<file path="config.mk">
export PLATFORM = sky130hd
export DESIGN_NAME = ifetch_queue
export DESIGN_NICKNAME = d
export VERILOG_FILES = /design/src/rtl/ifetch_queue.sv
export SDC_FILE = /design/constraint.sdc
export NUM_CORES = 1
export LEC_CHECK = 0
export CORE_UTILIZATION = 25
export DETAILED_ROUTE_END_ITERATION = 8
export PLACE_DENSITY = 0.46
export REMOVE_ABC_BUFFERS = 1
export SLEW_MARGIN = 20
export SYNTH_ARGS = -nofsm -noshare
export SYNTH_HDL_FRONTEND = slang
export SYNTH_SLANG_ARGS = --single-unit
</file>
<file path="constraint.sdc">
create_clock -name clk_i -period 7.33 [get_ports clk_i]
set_input_delay 1.0995 -clock clk_i [delete_from_list [all_inputs] [get_ports clk_i]]
set_output_delay 1.0995 -clock clk_i [all_outputs]
set_load 0.1 [all_outputs]
</file>
<file path="src/rtl/ifetch_queue.sv">
// Instruction fetch queue: pipelined Wishbone read master feeding a word queue that
// delivers 32/64-bit instructions. Define IFETCH_QUEUE_BYPASS_EN for same-cycle ack bypass.
module ifetch_queue #(
  parameter int unsigned DEPTH    = 4,
  parameter logic [31:0] RESET_PC = 32'h0000_0000,
  parameter int unsigned LONG_BIT = 0,
  parameter int unsigned MAX_OUT  = 2
) (
  input  logic        clk_i,
  input  logic        rst_i,
  output logic        bus_cyc,
  output logic        bus_stb,
  output logic [31:0] bus_adr,
  output logic [3:0]  bus_sel,
  output logic        bus_we,
  input  logic        bus_ack,
  input  logic        bus_stall,
  input  logic [31:0] bus_dat,
  output logic [63:0] ir,
  output logic [31:0] pc,
  output logic        valid,
  input  logic        stall_i,
  input  logic        halt,
  input  logic        pc_set,
  input  logic [31:0] pc_in
);

  localparam int unsigned PW      = $clog2(DEPTH);
  localparam int unsigned CW      = PW + 1;
  localparam int unsigned OUT_LIM = (MAX_OUT < DEPTH) ? MAX_OUT : DEPTH;
`ifdef IFETCH_QUEUE_BYPASS_EN
  localparam bit BYPASS = 1'b1;
`else
  localparam bit BYPASS = 1'b0;
`endif

  logic [31:0]   mem [DEPTH];
  logic [PW-1:0] head, tail, head_n, tail_n;
  logic [CW-1:0] count, out, count_n, out_n, pop;
  logic [31:0]   fa, fa_n, pc_n;
  logic          flush, flush_n;

  logic [31:0]   head_word, next_word;
  logic          head_long, ack_ok, q_valid, byp, take, wr, issue;

  // Head decode, bus request and instruction presentation
  always_comb begin : decode
    head_word = mem[head];
    next_word = mem[head + PW'(1)];
    head_long = head_word[LONG_BIT];
    // acks with nothing outstanding are stale (e.g. from before a reset)
    ack_ok    = bus_ack && (out != '0);
    q_valid   = (count >= CW'(2)) || ((count == CW'(1)) && !head_long);
    byp       = BYPASS && (count == '0) && ack_ok && !flush && !pc_set && !rst_i &&
                !bus_dat[LONG_BIT];
    valid     = q_valid || byp;
    ir        = 64'h0;
    if (q_valid) begin
      ir = {head_word, head_long ? next_word : 32'h0};
    end else if (byp) begin
      ir = {bus_dat, 32'h0};
    end
    take      = valid && !stall_i && !pc_set;
    // a bypassed word consumed on arrival never occupies a slot
    wr        = ack_ok && !flush && !pc_set && !rst_i && !(byp && take);
    pop       = '0;
    if (take && q_valid) begin
      pop = head_long ? CW'(2) : CW'(1);
    end
    // count+out reserves a slot per read, so the queue cannot overflow
    bus_stb   = !rst_i && !pc_set && !halt && !flush &&
                (out < CW'(OUT_LIM)) && ((count + out) < CW'(DEPTH));
    issue     = bus_stb && !bus_stall;
    bus_cyc   = !rst_i && (bus_stb || (out != '0));
    bus_adr   = fa;
    bus_sel   = 4'hf;
    bus_we    = 1'b0;
  end

  // Next-state for pointers, counters and addresses
  always_comb begin : next_state
    out_n = out;
    if (issue) begin
      out_n = out_n + CW'(1);
    end
    if (ack_ok) begin
      out_n = out_n - CW'(1);
    end
    count_n = count - pop;
    if (wr) begin
      count_n = count_n + CW'(1);
    end
    head_n  = head + PW'(pop);
    tail_n  = wr ? tail + PW'(1) : tail;
    fa_n    = issue ? fa + 32'd4 : fa;
    pc_n    = pc;
    if (take) begin
      pc_n = pc + ((q_valid && head_long) ? 32'd8 : 32'd4);
    end
    flush_n = flush && (out_n != '0);
    // redirect: every read still in flight belongs to the old stream
    if (pc_set) begin
      count_n = '0;
      head_n  = '0;
      tail_n  = '0;
      fa_n    = pc_in;
      pc_n    = pc_in;
      flush_n = (out_n != '0);
    end
  end

  always_ff @(posedge clk_i) begin : state_reg
    if (rst_i) begin
      head  <= '0;
      tail  <= '0;
      count <= '0;
      out   <= '0;
      fa    <= RESET_PC;
      pc    <= RESET_PC;
      flush <= 1'b0;
    end else begin
      head  <= head_n;
      tail  <= tail_n;
      count <= count_n;
      out   <= out_n;
      fa    <= fa_n;
      pc    <= pc_n;
      flush <= flush_n;
    end
  end

  always_ff @(posedge clk_i) begin : queue_mem
    if (wr) begin
      mem[tail] <= bus_dat;
    end
  end

endmodule

</file>
==> impl_metrics.py, run 1 <==
metrics = {
    "status": {
        "status": "complete, no violations",
    },
    "synthesis": {
        "synth_cells": 840,
        "seq_area_frac_synth_pct": 52.02,
        "synth_warnings": 0,
        "synth_mux_area_share_pct": 14.33,
        "synthFlopType": "edfxtp_1",
        "yosysTopAreaCell": "edfxtp_1",
        "synth_cell_types": 70,
        "synth_fa_ha_area_share_pct": 2.094,
        "syn_area_um2": 10280,
        "synth_edf_count": 128,
        "synth_area_per_cell_um2": 12.23,
        "yosys-top-cells-area": "edfxtp_1 (37%), dfxtp_1 (15%), mux4_2 (14%)",
        "async_reset_ff_share_pct": 0,
        "synthSimpleGateAreaFrac_pct": 14.95,
        "synth.top_cells.by_count": "edfxtp_1 (128), dfxtp_1 (75), nor2b_1 (64)",
        "yosys.area_share.xor_xnor_pct": 2.094,
        "netlist.area_leader.share_pct": 37.40,
        "synth_most_common_cell": "edfxtp_1",
        "synth_compound_gate_area_share_pct": 10.51,
        "synth_seq_cells": 203,
        "synth_top_family_by_area": "simple AND/OR/NAND/NOR gates",
    },
    "cells_and_area": {
        "fin_area_um2": 13620,
        "fin_nets": 1110,
        "drive_above_1_share_pct": 13.06,
        "num_antenna_cells": 0,
        "post-route-util_pct": 33.97,
        "area_growth_syn_to_layout_pct": 32.56,
    },
    "drt": {
        "drt_iter0_markers": 399,
        "post_drt_via_cell_ratio": 4.909,
        "drc_errors": 0,
        "drtAntennaViolNets": 0,
        "routedWlPerCell_um": 20.09,
        "firstDrtPassIters": 4,
        "vias": 7687,
        "routed_wl_mm": 31.46,
    },
    "placed_design": {
        "io_buffer_count": 201,
        "hpwl_mm": 21.21,
        "gp_congestion": 0.7824,
        "dpl_cell_area_um2": 12800,
    },
    "min_path": {
        "hold_class": "reg -> reg",
        "min_to": "pc[1]",
        "holdPathStages": 2,
        "min_from": "pc[1]",
    },
    "clocking": {
        "clock_path_buffers": 3,
        "cts.reportedPaths.clkPinSlew_ns": 0.06,
        "clock_sinks": 203,
        "cts_resized": 0,
        "worst_skew_pair.late_latency_ns": 0.51,
        "post-cts-setup-buffers": 0,
        "root_buffer": "clkbuf_16",
        "postCtsHoldBufs": 0,
        "cts_tree": "built",
        "h-tree-depth": 1,
        "cts_buffers": 25,
    },
    "sta": {
        "worstMarginPinSlew_ns": 1.128,
        "slew_violations": 0,
        "rsz0062_at_grt": "no",
        "min_period_ns": 5.117,
        "skew_ns": 0.01629,
        "slew_headroom_pct": 24.58,
        "hold_violations": 0,
        "finalSetupViolations": 0,
        "hold_ws_ns": 0.4580,
        "fmax_ghz": 0.1954,
        "period_share_pct": 69.80,
    },
    "global_routing": {
        "grt_pass1_wl_mm": 47.35,
        "grt_use_total_pct": 14.79,
        "antenna_found_initial": 2,
        "grt_pass1_vias": 7656,
        "gr-total-overflow": 0,
        "grt_max_degree": 68,
    },
    "pwr": {
        "p_leak_nw": 4.311,
        "ir_worst_vdd_uv": 95.50,
        "powerDensity_nw_per_um2": 237.4,
        "power.total_w": 0.003234,
    },
    "worst_setup_path": {
        "reg2reg_depth": 9,
        "path_class": "reg -> out",
        "startpoint": "head[1]",
        "worstSetupStartpointType": "flip-flop",
        "end_kind": "primary output",
        "crit_arrival_ns": 4.02,
        "r2r_start": "head[1]",
        "r2r-end": "pc[17]",
        "r2r_slack_ns": 2.98,
        "required_ns": 6.23,
        "critPathMaxFanout": 67,
    },
    "floorplanning": {
        "die_h_um": 204.7,
        "num_rows": 73,
        "io_pins": 207,
        "fp.dieArea_um2": 41920,
        "initial_core_util_pct": 25.63,
        "die_width_um": 204.7,
        "core_um2": 40100,
    },
    "job": {
        "maxCapViolations": 0,
    },
}
[how the worst max path moves through the flow]
stage / to / depth (start not counted)
2_1_floorplan: ir[33] / 4
3_3_place_gp: bus_cyc / 5
3_5_place_dp: ir[32] / 5
4_1_cts: ir[32] / 5
5_1_grt: ir[32] / 5
6_report: ir[32] / 5
[area by class of cell]
| class | count | area (um2) |
|---|---|---|
| fill | 3982 | 26480 |
| tap | 525 | 656.9 |
| multi-input combinational | 539 | 4556 |
| clock buffer | 32 | 651.9 |
| inverter | 42 | 157.7 |
| sequential | 203 | 5350 |
| timing repair buffer | 212 | 2085 |
| clock inverter | 13 | 165.2 |
[per-layer routing]
layer	routed length (um)	GRT usage (%)	part of all wire (%)
met2	14480	23.89	46
met3	2203	3.802	7.0
met5	33	0	0.10
met1	14420	20.09	46
met4	313	2.425	1.0
[critical path: stages (launching register included)]
cell             delay (ns)
dfxtp_2                0.31
buf_4                  0.69
mux2i_1                0.50
or2_2                  0.74
inv_1                  0.15
clkdlybuf4s50_1        1.09
[kinds of logic after synthesis]
family | Yosys count
other | 2
xor gates and xnor gates | 23
adders and majority gates | 16
and+or+nand+nor | 276
buffers and inverters | 101
DFF | 203
muxes | 68
AOI/OAI and AO/OA | 151
[stage by stage]
step | setup slack [ns] | std cells | setup TNS, ns
finish | 2.213 | 1566 | 0
detailed placement | 2.638 | 1521 | 0
CTS | 2.081 | 1566 | 0
global placement | 2.698 | 1521 | 0
floorplan | -0.002174 | 784 | -0.06739
global route | 1.871 | 1566 | 0
[cells in the final DEF, fill, tap and decap left out, drive strengths merged, types with 14 or more instances in the layout]
cell           count
clkbuf            32
a21oi             29
o21ai             15
nor2              35
nor2b             64
nand4             19
edfxtp           128
inv               42
nand2             48
clkdlybuf4s50    199
nor3              24
nand3             18
dfxtp             75
ha                14
xnor2             15
mux4              63
[sequential cells by signal (all words and copies together), names as in the netlist]
| signal | flops |
|---|---|
| tail | 2 |
| pc | 32 |
| flush | 1 |
| count | 3 |
| out | 3 |
| bus_adr | 32 |
| head | 2 |
| mem | 128 |
[report_power, final]
part	switching (W)	leakage (nW)	total, W	internal (W)
clock network	0.000474	0.401	0.00124	0.000766
registers	0.0000542	1.77	0.00132	0.00127
logic	0.000482	2.14	0.000674	0.000192
No activity file was read; power rests on OpenSTA's default activity.
==> run 2: changes to the inputs <==
--- a/config.mk
+++ b/config.mk
@@ -7,7 +7,7 @@
 export LEC_CHECK = 0
 export CORE_UTILIZATION = 25
 export DETAILED_ROUTE_END_ITERATION = 8
-export PLACE_DENSITY = 0.46
+export PLACE_DENSITY = 0.47
 export REMOVE_ABC_BUFFERS = 1
 export SLEW_MARGIN = 20
 export SYNTH_ARGS = -nofsm -noshare
==> constraint.sdc (replaced) <==
create_clock -name clk_i -period 4.6 [get_ports clk_i]
set_input_delay 0.69 -clock clk_i [delete_from_list [all_inputs] [get_ports clk_i]]
set_output_delay 0.69 -clock clk_i [all_outputs]
set_load 0.1 [all_outputs]
==> impl_metrics.py, run 2 (same netlist as run 1, synthesis figures left out) <==
metrics = {
    "worst_setup_path": {
        "critPathMaxFanout": 32,
        "crit_slowest_cell": "dfxtp_4",
        "required_ns": 3.91,
        "crit_arrival_ns": 3.00,
        "r2r-end": "pc[14]",
        "r2r_start": "head[0]",
        "r2r_slack_ns": 1.05,
        "end_kind": "primary output",
        "path_class": "reg -> out",
        "worstSetupStartpointType": "flip-flop",
        "cpMostUsedCell": "buf_4",
        "crit_chain": "mux2_2, mux2i_1, or2_2, buf_4, nor2b_1, buf_4",
        "cpPeakStageDelay_ns": 0.59,
        "reg2reg_depth": 9,
    },
    "sta": {
        "slew_violations": 0,
        "worst_slack_ns": 0.9070,
        "fmax_ghz": 0.2708,
        "worstMarginPinSlew_ns": 1.088,
        "min_period_ns": 3.693,
        "slew_headroom_pct": 27.21,
        "finalSetupTns_ns": 0,
        "hold_violations": 0,
        "finalSetupViolations": 0,
        "period_share_pct": 80.28,
        "skew_ns": 0.01164,
        "rsz0062_at_grt": "no",
    },
    "clocking": {
        "clock_path_buffers": 3,
        "postCtsHoldBufs": 0,
        "cts_buffers": 26,
        "cts_resized": 0,
        "worst_skew_pair.late_latency_ns": 0.53,
        "clock_sinks": 203,
        "cts_tree": "built",
        "cts.reportedPaths.clkPinSlew_ns": 0.05,
        "h-tree-depth": 1,
        "post-cts-setup-buffers": 0,
        "root_buffer": "clkbuf_16",
    },
    "drt": {
        "drc_errors": 0,
        "vias": 7818,
        "top_layer_used": "met4",
        "routedLengthMet1_mm": 14.21,
        "post_drt_via_cell_ratio": 4.983,
        "wl_met3_mm": 2.160,
        "drt_iter0_markers": 565,
        "routed_wl_mm": 31.26,
        "firstDrtPassIters": 5,
        "drtAntennaViolNets": 0,
        "met2_length_mm": 14.43,
        "routedWlPerCell_um": 19.93,
    },
    "floorplanning": {
        "fp.dieArea_um2": 41920,
        "core_um2": 40100,
        "die_h_um": 204.7,
        "io_pins": 207,
        "die_width_um": 204.7,
        "num_rows": 73,
        "initial_core_util_pct": 25.63,
    },
    "status": {
        "status": "complete, no violations",
    },
    "pwr": {
        "p_leak_nw": 4.491,
        "powerDensity_nw_per_um2": 390.0,
        "ir_worst_vdd_uv": 179.2,
    },
    "cells_and_area": {
        "stdcell_count": 1569,
        "post-route-util_pct": 33.80,
        "fin_nets": 1115,
        "fin_area_um2": 13550,
        "drive_above_1_share_pct": 19.92,
        "area_growth_syn_to_layout_pct": 31.89,
        "largest_register_ffs": 128,
        "num_antenna_cells": 0,
        "final_common_cell": "clkdlybuf4s50_1",
        "final_cell_mix": "clkdlybuf4s50_1 (132), edfxtp_1 (128), buf_4 (82)",
        "largest-register": "mem",
    },
    "placed_design": {
        "place_ws_ns": 0.7685,
        "io_buffer_count": 201,
        "hpwl_mm": 21.58,
        "dpl_cell_area_um2": 12670,
        "gp_congestion": 0.7929,
        "dp_cells": 1525,
    },
    "global_routing": {
        "grt_pass1_vias": 7649,
        "grt_use_total_pct": 14.72,
        "gr-total-overflow": 0,
        "grt_pass1_wl_mm": 47.31,
        "antenna_found_initial": 0,
        "grt_max_degree": 66,
    },
    "min_path": {
        "holdPathStages": 2,
        "min_from": "pc[1]",
        "hold_class": "reg -> reg",
        "min_to": "pc[1]",
    },
    "job": {
        "maxCapViolations": 0,
    },
}
-- run 2: power by group --
| part | switching (W) | internal, W |
|---|---|---|
| sequential | 0.0000904 | 0.00202 |
| clock | 0.000780 | 0.00134 |
| combinational | 0.000767 | 0.000298 |
-- run 2: per-stage QoR --
stage	power (W)	hold WS [ns]
finish	0.005286	0.4598
global route	0.005490	0.4878
CTS	0.005353	0.4626
detailed placement	0.003218	0.4555
global placement	0.003213	0.4473
floorplan	0.002871	0.4782
-- run 2: worst max path at each step --
stage                     slack (ns)    start     end  cells after the start
after global placement          0.80     halt   flush                     10
after floorplan                -2.32  head[0]  ir[33]                      4
after detailed placement        0.77     halt   flush                     10
after global routing            0.66  head[0]  ir[11]                      6
final                           0.91  head[0]  ir[11]                      6
after CTS                       0.79  head[0]  ir[11]                      6
-- run 2: layout make-up --
cell class                 instances  area [um2]
timing repair buffer             216        1947
clock buffer                      30       686.9
sequential                       203        5353
clock inverter                    14       193.9
multi-input combinational        539        4558
inverter                          42       157.7
tap                              525       656.9
fill                            4003       26540
-- run 2: metal layers --
layer | vias to the layer above | global-route usage (%)
met5 | - | 0
met4 | 0 | 2.772
met3 | 38 | 2.991
met2 | 281 | 23.85
met1 | 3870 | 20.30
li1 | 3629 | -
-- run 2: worst max-delay path: cells and delay by family, from the launching register on --
family,cells,cell delay (ns)
DFF,1,0.59
and+or+nand+nor,2,0.41
buffers and inverters,2,0.68
muxes,2,0.78
==> run 3: changes to the inputs <==
--- a/config.mk
+++ b/config.mk
@@ -7,7 +7,7 @@
 export LEC_CHECK = 0
 export CORE_UTILIZATION = 25
 export DETAILED_ROUTE_END_ITERATION = 8
-export PLACE_DENSITY = 0.47
+export PLACE_DENSITY = 0.46
 export REMOVE_ABC_BUFFERS = 1
 export SLEW_MARGIN = 20
 export SYNTH_ARGS = -nofsm -noshare
==> constraint.sdc (replaced) <==
create_clock -name clk_i -period 3.4 [get_ports clk_i]
set_input_delay 0.51 -clock clk_i [delete_from_list [all_inputs] [get_ports clk_i]]
set_output_delay 0.51 -clock clk_i [all_outputs]
set_load 0.1 [all_outputs]
==> impl_metrics.py, run 3 (same netlist as run 1, synthesis figures left out) <==
metrics = {
    "status": {
        "status": "complete, no violations",
    },
    "pwr": {
        "power_switching_w": 0.002230,
        "powerDensity_nw_per_um2": 493.8,
        "p_leak_nw": 4.747,
        "p_clk_share_pct": 37.9,
        "internal-power_w": 0.004872,
        "ir_worst_vdd_uv": 199.5,
        "seqPwrFrac_pct": 40.1,
        "p_comb_share_pct": 22.0,
        "power_switching_share_pct": 31.40,
    },
    "sta": {
        "fmax_ghz": 0.3295,
        "period_share_pct": 89.27,
        "finalSetupTns_ns": 0,
        "rsz0062_at_grt": "no",
        "min_period_ns": 3.035,
        "hold_violations": 0,
        "worst_slack_ns": 0.3647,
        "worstMarginPinSlew_ns": 0.9931,
        "slew_violations": 0,
        "slew_headroom_pct": 33.59,
        "finalSetupViolations": 0,
        "skew_ns": 0.01137,
    },
    "floorplanning": {
        "initial_core_util_pct": 25.63,
        "fp.dieArea_um2": 41920,
        "die_h_um": 204.7,
        "num_rows": 73,
        "io_pins": 207,
        "core_um2": 40100,
        "die_width_um": 204.7,
    },
    "clocking": {
        "cts.reportedPaths.clkPinSlew_ns": 0.06,
        "cts_resized": 0,
        "cts_buffers": 25,
        "cts_tree": "built",
        "postCtsHoldBufs": 0,
        "h-tree-depth": 1,
        "post-cts-setup-buffers": 0,
        "clock_sinks": 203,
        "root_buffer": "clkbuf_16",
        "clock_path_buffers": 3,
        "worst_skew_pair.late_latency_ns": 0.52,
    },
    "cells_and_area": {
        "largest_register_ffs": 128,
        "area_growth_syn_to_layout_pct": 39.94,
        "final_cell_mix": "edfxtp_1 (128), clkdlybuf4s50_1 (110), dfxtp_1 (73)",
        "fin_nets": 1128,
        "drive_above_1_share_pct": 23.14,
        "num_antenna_cells": 0,
        "stdcell_count": 1584,
        "fin_area_um2": 14380,
        "largest-register": "mem",
        "final_common_cell": "edfxtp_1",
    },
    "worst_setup_path": {
        "crit_chain": "ha_1, a31oi_1, xnor2_1, nor3_1, o21a_1, buf_12",
        "end_kind": "primary output",
        "path_class": "reg -> out",
        "cpLargestDelayFamily": "compound AO/OA/AOI/OAI gates",
        "crit_slowest_cell": "dfxtp_1",
        "path_buf_inv": 1,
        "required_ns": 2.89,
        "r2r_slack_ns": 0.43,
        "critPathMaxFanout": 5,
        "cpPeakStageDelay_ns": 0.44,
        "worstSetupStartpointType": "flip-flop",
        "crit_arrival_ns": 2.53,
    },
    "drt": {
        "post_drt_via_cell_ratio": 4.991,
        "drt_iter0_markers": 448,
        "firstDrtPassIters": 5,
        "routed_wl_mm": 31.78,
        "drtAntennaViolNets": 0,
        "vias": 7906,
        "routedWlPerCell_um": 20.06,
        "drc_errors": 0,
    },
    "placed_design": {
        "dp_cells": 1539,
        "hpwl_mm": 21.91,
        "place_ws_ns": 0.3282,
        "io_buffer_count": 201,
        "dpl_cell_area_um2": 13550,
        "gp_congestion": 0.8072,
    },
    "global_routing": {
        "grt_pass1_wl_mm": 48.27,
        "grt_max_degree": 63,
        "antenna_found_initial": 1,
        "grt_pass1_vias": 7819,
        "gr-total-overflow": 0,
        "grt_use_total_pct": 15.10,
    },
    "job": {
        "maxCapViolations": 0,
    },
    "min_path": {
        "hold_class": "in -> reg",
    },
}
[run 3: changes by cell type in the layout (fill, tap and decap cells not counted)]
cell             previous run  this run
bufinv_16                   5         4
buf_4                      82        51
a21oi_2                     2         1
dfxtp_2                     0         1
clkinv_1                    6         5
a21oi_1                    27        28
buf_12                      0        67
clkinvlp_4                  1         4
inv_6                       1         0
clkdlybuf4s50_1           132       110
clkinv_2                    1         4
clkbuf_16                  27        25
dfxtp_4                     2         1
[run 3: final timing paths]
| kind | startpoint | to | depth (start not counted) |
|---|---|---|---|
| max reg2reg | head[0] | pc[16] | 9 |
| min | pc_set | pc[3] | 3 |
| min reg2reg | pc[0] | pc[0] | 2 |
| max | out[1] | bus_cyc | 6 |
[run 3: through the flow]
stage          util, %  hold WS [ns]  total power, W
5_1_grt          35.86        0.3657        0.007389
3_5_place_dp     33.80        0.4496        0.004472
3_3_place_gp     33.80        0.4516        0.004472
2_1_floorplan        -        0.4782        0.003884
6_report         35.86        0.3554        0.007101
4_1_cts          35.86        0.3230        0.007202
[run 3: per-layer routing]
layer / routed length (um) / part of all wire [%] / track usage, % / vias up
met5: 8 / 0.025 / 0 / -
met4: 442 / 1.4 / 2.825 / 2
met3: 2393 / 7.5 / 3.579 / 33
met2: 14480 / 46 / 23.78 / 290
met1: 14450 / 45 / 21.08 / 3937
li1: - / - / - / 3644
[run 3: power by group through the flow]
stage | Sequential [W] | Clock, W | Combinational, W
3_3_place_gp | 0.00290 | 0 | 0.00158
2_1_floorplan | 0.00321 | 0 | 0.000673
6_report | 0.00285 | 0.00269 | 0.00156
5_1_grt | 0.00286 | 0.00287 | 0.00165
4_1_cts | 0.00284 | 0.00278 | 0.00158
3_5_place_dp | 0.00289 | 0 | 0.00158
[run 3: area by class of cell]
| type | count | area [um2] |
|---|---|---|
| clock inverter | 17 | 188.9 |
| multi-input combinational | 539 | 4554 |
| clock buffer | 28 | 636.9 |
| inverter | 42 | 157.7 |
| tap | 525 | 656.9 |
| fill | 3897 | 25720 |
| sequential | 203 | 5350 |
| timing repair buffer | 230 | 2835 |
[run 3: tightest hold or removal path, delay by kind of cell]
family | cells | cell delay [ns]
compound gates | 1 | 0.06
simple gates | 1 | 0.09
buf+inv | 1 | 0.16
